===== src/rtl/lightpipe_tx_sched.sv =====
// Double-buffered 8-channel frame scheduler: the host fills a shadow frame and
// each rising edge of the asynchronous word clock swaps it into the active frame.
module lightpipe_tx_sched #(
    parameter bit MUTE_ON_UNDERRUN = 1'b0,
    parameter int SYNC_STAGES      = 2
) (
    input  logic         mclk,
    input  logic         rst,
    input  logic         wclk,
    input  logic         s_valid,
    output logic         s_ready,
    input  logic [2:0]   s_ch,
    input  logic [23:0]  s_data,
    input  logic [3:0]   user_in,
    input  logic         underrun_clr,
    output logic [191:0] frame_o,
    output logic [3:0]   user_o,
    output logic         frame_strobe_o,
    output logic [7:0]   underrun_o,
    output logic [15:0]  frame_cnt_o,
    output logic         dbg_state_o
);

    typedef enum logic {
        FILL = 1'b0,
        SWAP = 1'b1
    } state_t;

    // Host write handshake: a sample moves when s_valid and s_ready are both
    // high at a rising mclk edge; s_ready is high exactly while in FILL.

    logic [SYNC_STAGES-1:0] r_sync;
    logic [SYNC_STAGES-1:0] r_vld;
    logic                   r_sync_q;
    logic                   r_vld_q;
    logic                   r_swap_req;
    logic                   w_sync_out;

    assign w_sync_out = r_sync[SYNC_STAGES-1];

    // r_vld tracks which synchronizer stages hold real samples, so a wclk that
    // is already high when reset releases is not mistaken for a rising edge.
    always_ff @(posedge mclk or negedge rst) begin
        if (!rst) begin
            r_sync     <= '0;
            r_vld      <= '0;
            r_sync_q   <= 1'b0;
            r_vld_q    <= 1'b0;
            r_swap_req <= 1'b0;
        end else begin
            r_sync     <= {r_sync[SYNC_STAGES-2:0], wclk};
            r_vld      <= {r_vld[SYNC_STAGES-2:0], 1'b1};
            r_sync_q   <= w_sync_out;
            r_vld_q    <= r_vld[SYNC_STAGES-1];
            r_swap_req <= w_sync_out & ~r_sync_q & r_vld_q;
        end
    end

    state_t        r_state;
    logic          r_ready;
    logic [23:0]   r_shadow [8];
    logic [7:0]    r_written;
    logic          r_primed;
    logic [191:0]  r_frame;
    logic [3:0]    r_user;
    logic          r_strobe;
    logic [7:0]    r_underrun;
    logic [15:0]   r_cnt;

    always_ff @(posedge mclk or negedge rst) begin
        if (!rst) begin
            r_state    <= FILL;
            r_ready    <= 1'b0;
            for (int n = 0; n < 8; n++) r_shadow[n] <= 24'h000000;
            r_written  <= 8'h00;
            r_primed   <= 1'b0;
            r_frame    <= '0;
            r_user     <= 4'h0;
            r_strobe   <= 1'b0;
            r_underrun <= 8'h00;
            r_cnt      <= 16'h0000;
        end else begin
            r_strobe <= 1'b0;
            // A new underrun outranks a simultaneous clear on the same channel.
            if (r_state == SWAP && r_primed)
                r_underrun <= (underrun_clr ? 8'h00 : r_underrun) | ~r_written;
            else if (underrun_clr)
                r_underrun <= 8'h00;

            case (r_state)
                FILL: begin
                    if (s_valid && r_ready) begin
                        r_shadow[s_ch]  <= s_data;
                        r_written[s_ch] <= 1'b1;
                    end
                    if (r_swap_req) begin
                        r_state <= SWAP;
                        r_ready <= 1'b0;
                    end else begin
                        r_ready <= 1'b1;
                    end
                end
                SWAP: begin
                    for (int n = 0; n < 8; n++) begin
                        if (r_written[n])
                            r_frame[24*n +: 24] <= r_shadow[n];
                        else if (MUTE_ON_UNDERRUN)
                            r_frame[24*n +: 24] <= 24'h000000;
                    end
                    r_user    <= user_in;
                    r_written <= 8'h00;
                    r_cnt     <= r_cnt + 16'd1;
                    r_strobe  <= 1'b1;
                    r_primed  <= 1'b1;
                    r_state   <= FILL;
                    r_ready   <= 1'b1;
                end
                default: begin
                    r_state <= FILL;
                    r_ready <= 1'b1;
                end
            endcase
        end
    end

    assign s_ready        = r_ready;
    assign frame_o        = r_frame;
    assign user_o         = r_user;
    assign frame_strobe_o = r_strobe;
    assign underrun_o     = r_underrun;
    assign frame_cnt_o    = r_cnt;
    assign dbg_state_o    = r_state;

endmodule


===== config.mk =====
export PLATFORM = sky130hd
export DESIGN_NAME = lightpipe_tx_sched
export DESIGN_NICKNAME = d
export VERILOG_FILES = /design/src/rtl/lightpipe_tx_sched.sv
export SDC_FILE = /design/constraint.sdc
export NUM_CORES = 1
export LEC_CHECK = 0
export BUFFER_PORTS_ARGS = -buffer_cell sky130_fd_sc_hd__clkbuf_2
export CAP_MARGIN = 40
export CORE_MARGIN = 2
export CORE_UTILIZATION = 51
export DETAILED_ROUTE_END_ITERATION = 16
export GPL_TIMING_DRIVEN = 0
export PLACE_DENSITY = 0.76
export SLEW_MARGIN = 20
export SYNTH_ARGS = -nofsm -noshare
export SYNTH_HDL_FRONTEND = slang
export SYNTH_SLANG_ARGS = --single-unit

===== constraint.sdc =====
create_clock -name mclk -period 1.55 [get_ports mclk]
set_input_delay 0.31 -clock mclk [delete_from_list [all_inputs] [get_ports mclk]]
set_output_delay 0.31 -clock mclk [all_outputs]
set_load 0.1 [all_outputs]

; Word level (Yosys, flattened, before mapping)
; Index checks and enable logic that the tools add are counted.
; W data, S select, Z words.
[word_totals]
reg_bits = 431
in_bits = 36
output_inout_bits = 223
[op_classes]
n_addsub = 1
n_lt_le_gt_ge = 4
n_eq_ne = 1
n_mux = 14
n_bitwise = 8
n_reduce_logical = 13
[ops]
columns = operator, n
row1 = $bwmux W192, 1
row2 = $demux W24 S3, 1
row3 = $mux W24, 1
row4 = $mux W8, 3
row5 = $reduce_and A2 Y1, 9
row6 = $add A16 B1 Y16 const B, 1
row7 = $or A8 B8 Y8, 2
row8 = $pmux W8 S2, 1
row9 = $not A8 Y8, 1
row10 = $ge A4 B4 Y1 const B, 1
row11 = $logic_and A1 B1 Y1, 4
row12 = $lt A3 B4 Y1 const B, 1
row13 = $lt A4 B1 Y1 const B, 1
row14 = $mux W1, 4
row15 = $not A3 Y4, 1
row16 = $pmux W1 S2, 2
row17 = $demux W1 S3, 1
row18 = $ge A3 B1 Y1 const B, 1
row19 = $and A1 B1 Y1, 2
row20 = $ne A2 B2 Y1 const B, 1
row21 = $not A1 Y1, 2

; Depth between registers and ports, before layout
[logic_depth]
depth_word = 7
depth_mapped = 6
ltp_nobuf = 4

; Worst setup path after synthesis
; No wires, ideal clock.
[synth_timing]
kind = register to register
start = reg r_state, in the netlist dbg_state_o
end = reg r_shadow[10] in the netlist's numbering
t_arrival_ps = 2107
required_time_ps = 1425
setup_slack_ps = -682
stages_incl_launch_ff = 7
path_buffers = 3
period_less_slack_ps = 2232
path_cell_list = dfrtp_1 > buf_6 > and4b_4 > and3_1 > buf_6 > buf_8 > mux2_4
[synth_via]
elab_chain_len = 2
[synth_lines]
columns = element, line
row1 = from (decl), 59  ; state_t r_state;
row2 = from (signal assigned), 72  ; r_state <= FILL;
row3 = from (signal assigned), 97  ; r_state <= SWAP;
row4 = from (signal assigned), 115  ; r_state <= FILL;
row5 = $not A1 Y1 (no line), n/a
row6 = $reduce_and A2 Y1 (no line), n/a
row7 = "to (signal, indexed assignment)", 93  ; r_shadow[s_ch] <= s_data;
row8 = to (decl), 61  ; logic [23:0] r_shadow [8];
; Every way passes these cells.
; A chain may end at the register's enable or synchronous reset.

; Final worst setup path
[layout_timing]
start = reg r_state, in the netlist dbg_state_o
end = reg r_shadow[13] in the netlist's numbering
; The elaborated chain is that of the path after synthesis.

==> impl_metrics.toml <==
[status]
status = "finished with violations"
violations = "negative setup slack"

[routing]
num_vias = 9922
drt_first_pass_iters = 5
wirelength_mm = 46.95
drtIter0Drc = 641
via_per_inst = 5.509
wl_per_cell_um = 26.07
ant_nets = 0
drc = 0

[synthesis]
yosysSeqAreaShare = 0.6707
netlist_instances = 960
synth_warnings = 0
synthTopCellsByArea = "dfrtp_1 67%, mux2_2 23%, mux2_1 2.7%"
synth_area_mm2 = 0.01608
yosysTopAreaCellShare = 0.6707
ys.flop_type = "dfrtp_1"
synth.most_common_cell = "dfrtp_1"
ys_seq_elements = 431
syn_area_per_cell_um2 = 16.75
synth_nets = 997
synth_top_area_cell = "dfrtp_1"
async_flop_share = 1.000
synth-edff-count = 0
ys_top_cells_by_count = "431 x dfrtp_1, 332 x mux2_2, 38 x mux2_1"
ys_types = 31

[timing]
setup_viol = 424
fin_skew_ps = 16.01
finalMaxSlewViolations = 0
worst_pin_slew_ps = 683.4
min_period_over_period = 1.197
setup_slack_ps = -305.1
post-route-min-period_ps = 1855
rsz0062_at_grt = "yes"
holdWs_ps = 22.24
slew_headroom = 0.5427
max_freq_mhz = 539.1
hold_violations = 0

[cells_and_area]
fin_cells = 1801
area_delta_synth_final_pct = 47.25
final_util = 0.7563
final_net_count = 1404
final_cell_area_mm2 = 0.02368
drive_gt1_frac = 0.6392

[die]
initial_core_util = 0.5136
core_area_mm2 = 0.03131
io_pins = 259
die_area_mm2 = 0.03297
die_y_um = 181.6
rows = 65
die_w_um = 181.6

[clock_tree]
htree_levels = 2
cts_buffer_depth = 3
clkTransAtPathRegs_ps = 60
clk_latency_ps = 540
root_buffer = "clkbuf_16"
cts_buffers = 44
cts_tree = "yes"
cts_sinks = 431

[setup_path]
crit_arrival_ps = 2270
cp-start-kind = "flip-flop"
worstSetupEndpointType = "flip-flop"
timing.rr.start = "dbg_state_o"
cp_max_fo = 7
setup.worst_path.class = "flip-flop to flip-flop"
r2r_cells = 6
r2r-end = "r_shadow[13]"
r2r_slack_ps = -310
crit_chain = "buf_6 -> and4b_4 -> and3_4 -> buf_12 -> clkbuf_16 -> mux2_4"
cp_num_buf_inv = 3
critical-path-top-delay-family = "simple AND/OR/NAND/NOR gates"
worst_ep_required_time_ps = 1960
worst_path_largest_cell_delay_ps = 480
cp_slowest_cell = "dfrtp_4"

[run]
drv_cap = 0

[global_route]
grt_pass1_vias = 10225
grt_use_total = 0.2481
grt_max_degree = 94
overflow = 0
grt_pass1_wl_mm = 62.09
antenna_found_initial = 2

[place]
dpl-instance-area_mm2 = 0.01842
gp_congestion = 0.7645
hpwl_mm = 25.41
place_inst = 1624
port_buffers = 257

[min_path]
min_to = "user_o[0]"
min_path_cells = 2
min_path_type = "input pin to flip-flop"
hp-start = "user_in[0]"
==> flip-flops by register name, indices dropped and copies added (netlist names) <==
name / flops
r_written: 8
r_shadow: 192
underrun_o: 8
r_vld_q: 1
r_swap_req: 1
dbg_state_o: 1
frame_cnt_o: 16
frame_strobe_o: 1
s_ready: 1
r_sync: 2
frame_o: 192
r_vld: 2
r_sync_q: 1
user_o: 4
r_primed: 1
==> routing by layer <==
layer  track usage  up-vias  wire (um)
li1              -     4197          -
met1        0.3122     5355      19040
met2        0.4265      290      24000
met3       0.05816       80       2492
met4       0.08065        0       1410
met5             0        -          0
==> repair_timing <==
item                                    in CTS  in global routing
pin swaps                                    2                 18
setup buffers                               35                 34
endpoints found under the setup margin     571                624
cloned                                      11                 21
hold buffers                                 2                  0
resized for setup                          390                416
hold endpoints to repair                    26                  0
==> area by class of cell <==
class | count | area, um2
clock inverters | 11 | 108.9
inverters | 15 | 56.30
diodes | 2 | 5.005
multi-input cells | 474 | 6220
fillers | 1728 | 7631
repair buffers | 361 | 3939
well taps | 402 | 503.0
flip-flops and latches | 431 | 10830
clock buffers | 65 | 1271
plain buffers | 40 | 752.0
==> through the flow <==
stage	TNS (ps)	setup WS, ps
global placement	-3973050	-10690
global route	-77830	-350.0
floorplan	-55850	-430.9
detailed placement	-56660	-397.9
CTS	-54940	-284.6
finish	-65910	-305.1
==> layout by cell type, fill, tap and decap left out, drive strengths merged, types with 2 or more instances in the layout <==
cell / count
dfrtp: 431
inv: 16
o22ai: 8
buf: 254
nand4: 6
o21ai: 4
xor2: 10
xnor2: 5
clkinv: 8
nor2: 4
and3: 2
a21o: 4
nand2: 20
mux2: 389
nor3: 2
and2: 2
dlygate4sd3: 2
nand3: 4
clkbuf: 210
nor4: 6
diode: 2
nor2b: 2
bufinv: 2
==> logic make-up (layout without fill, tap and decap cells) <==
family	count (synthesis)	in the layout	share of synthesized area
compound gates	16	16	0.006224
xor+xnor	15	15	0.008169
fa+ha+maj	1	1	0.0007779
buf+inv	55	492	0.02007
flops	431	431	0.6707
mux	389	389	0.2768
other cells	1	3	0.0002332
simple gates	52	52	0.01704
==> worst max-delay path by stage <==
stage | from | slack (ps) | depth (start not counted) | end
floorplan | dbg_state_o | -430 | 6 | r_shadow[10]
global placement | rst | -10690 | 1 | dbg_state_o
finish | dbg_state_o | -310 | 6 | r_shadow[13]
detailed placement | dbg_state_o | -400 | 6 | r_shadow[5]
global route | dbg_state_o | -350 | 6 | r_shadow[60]
CTS | dbg_state_o | -280 | 6 | r_shadow[4]
Power is left out: the tool's default activity adds up to more than one toggle a clock period on the data nets, which glitch-free logic cannot reach.
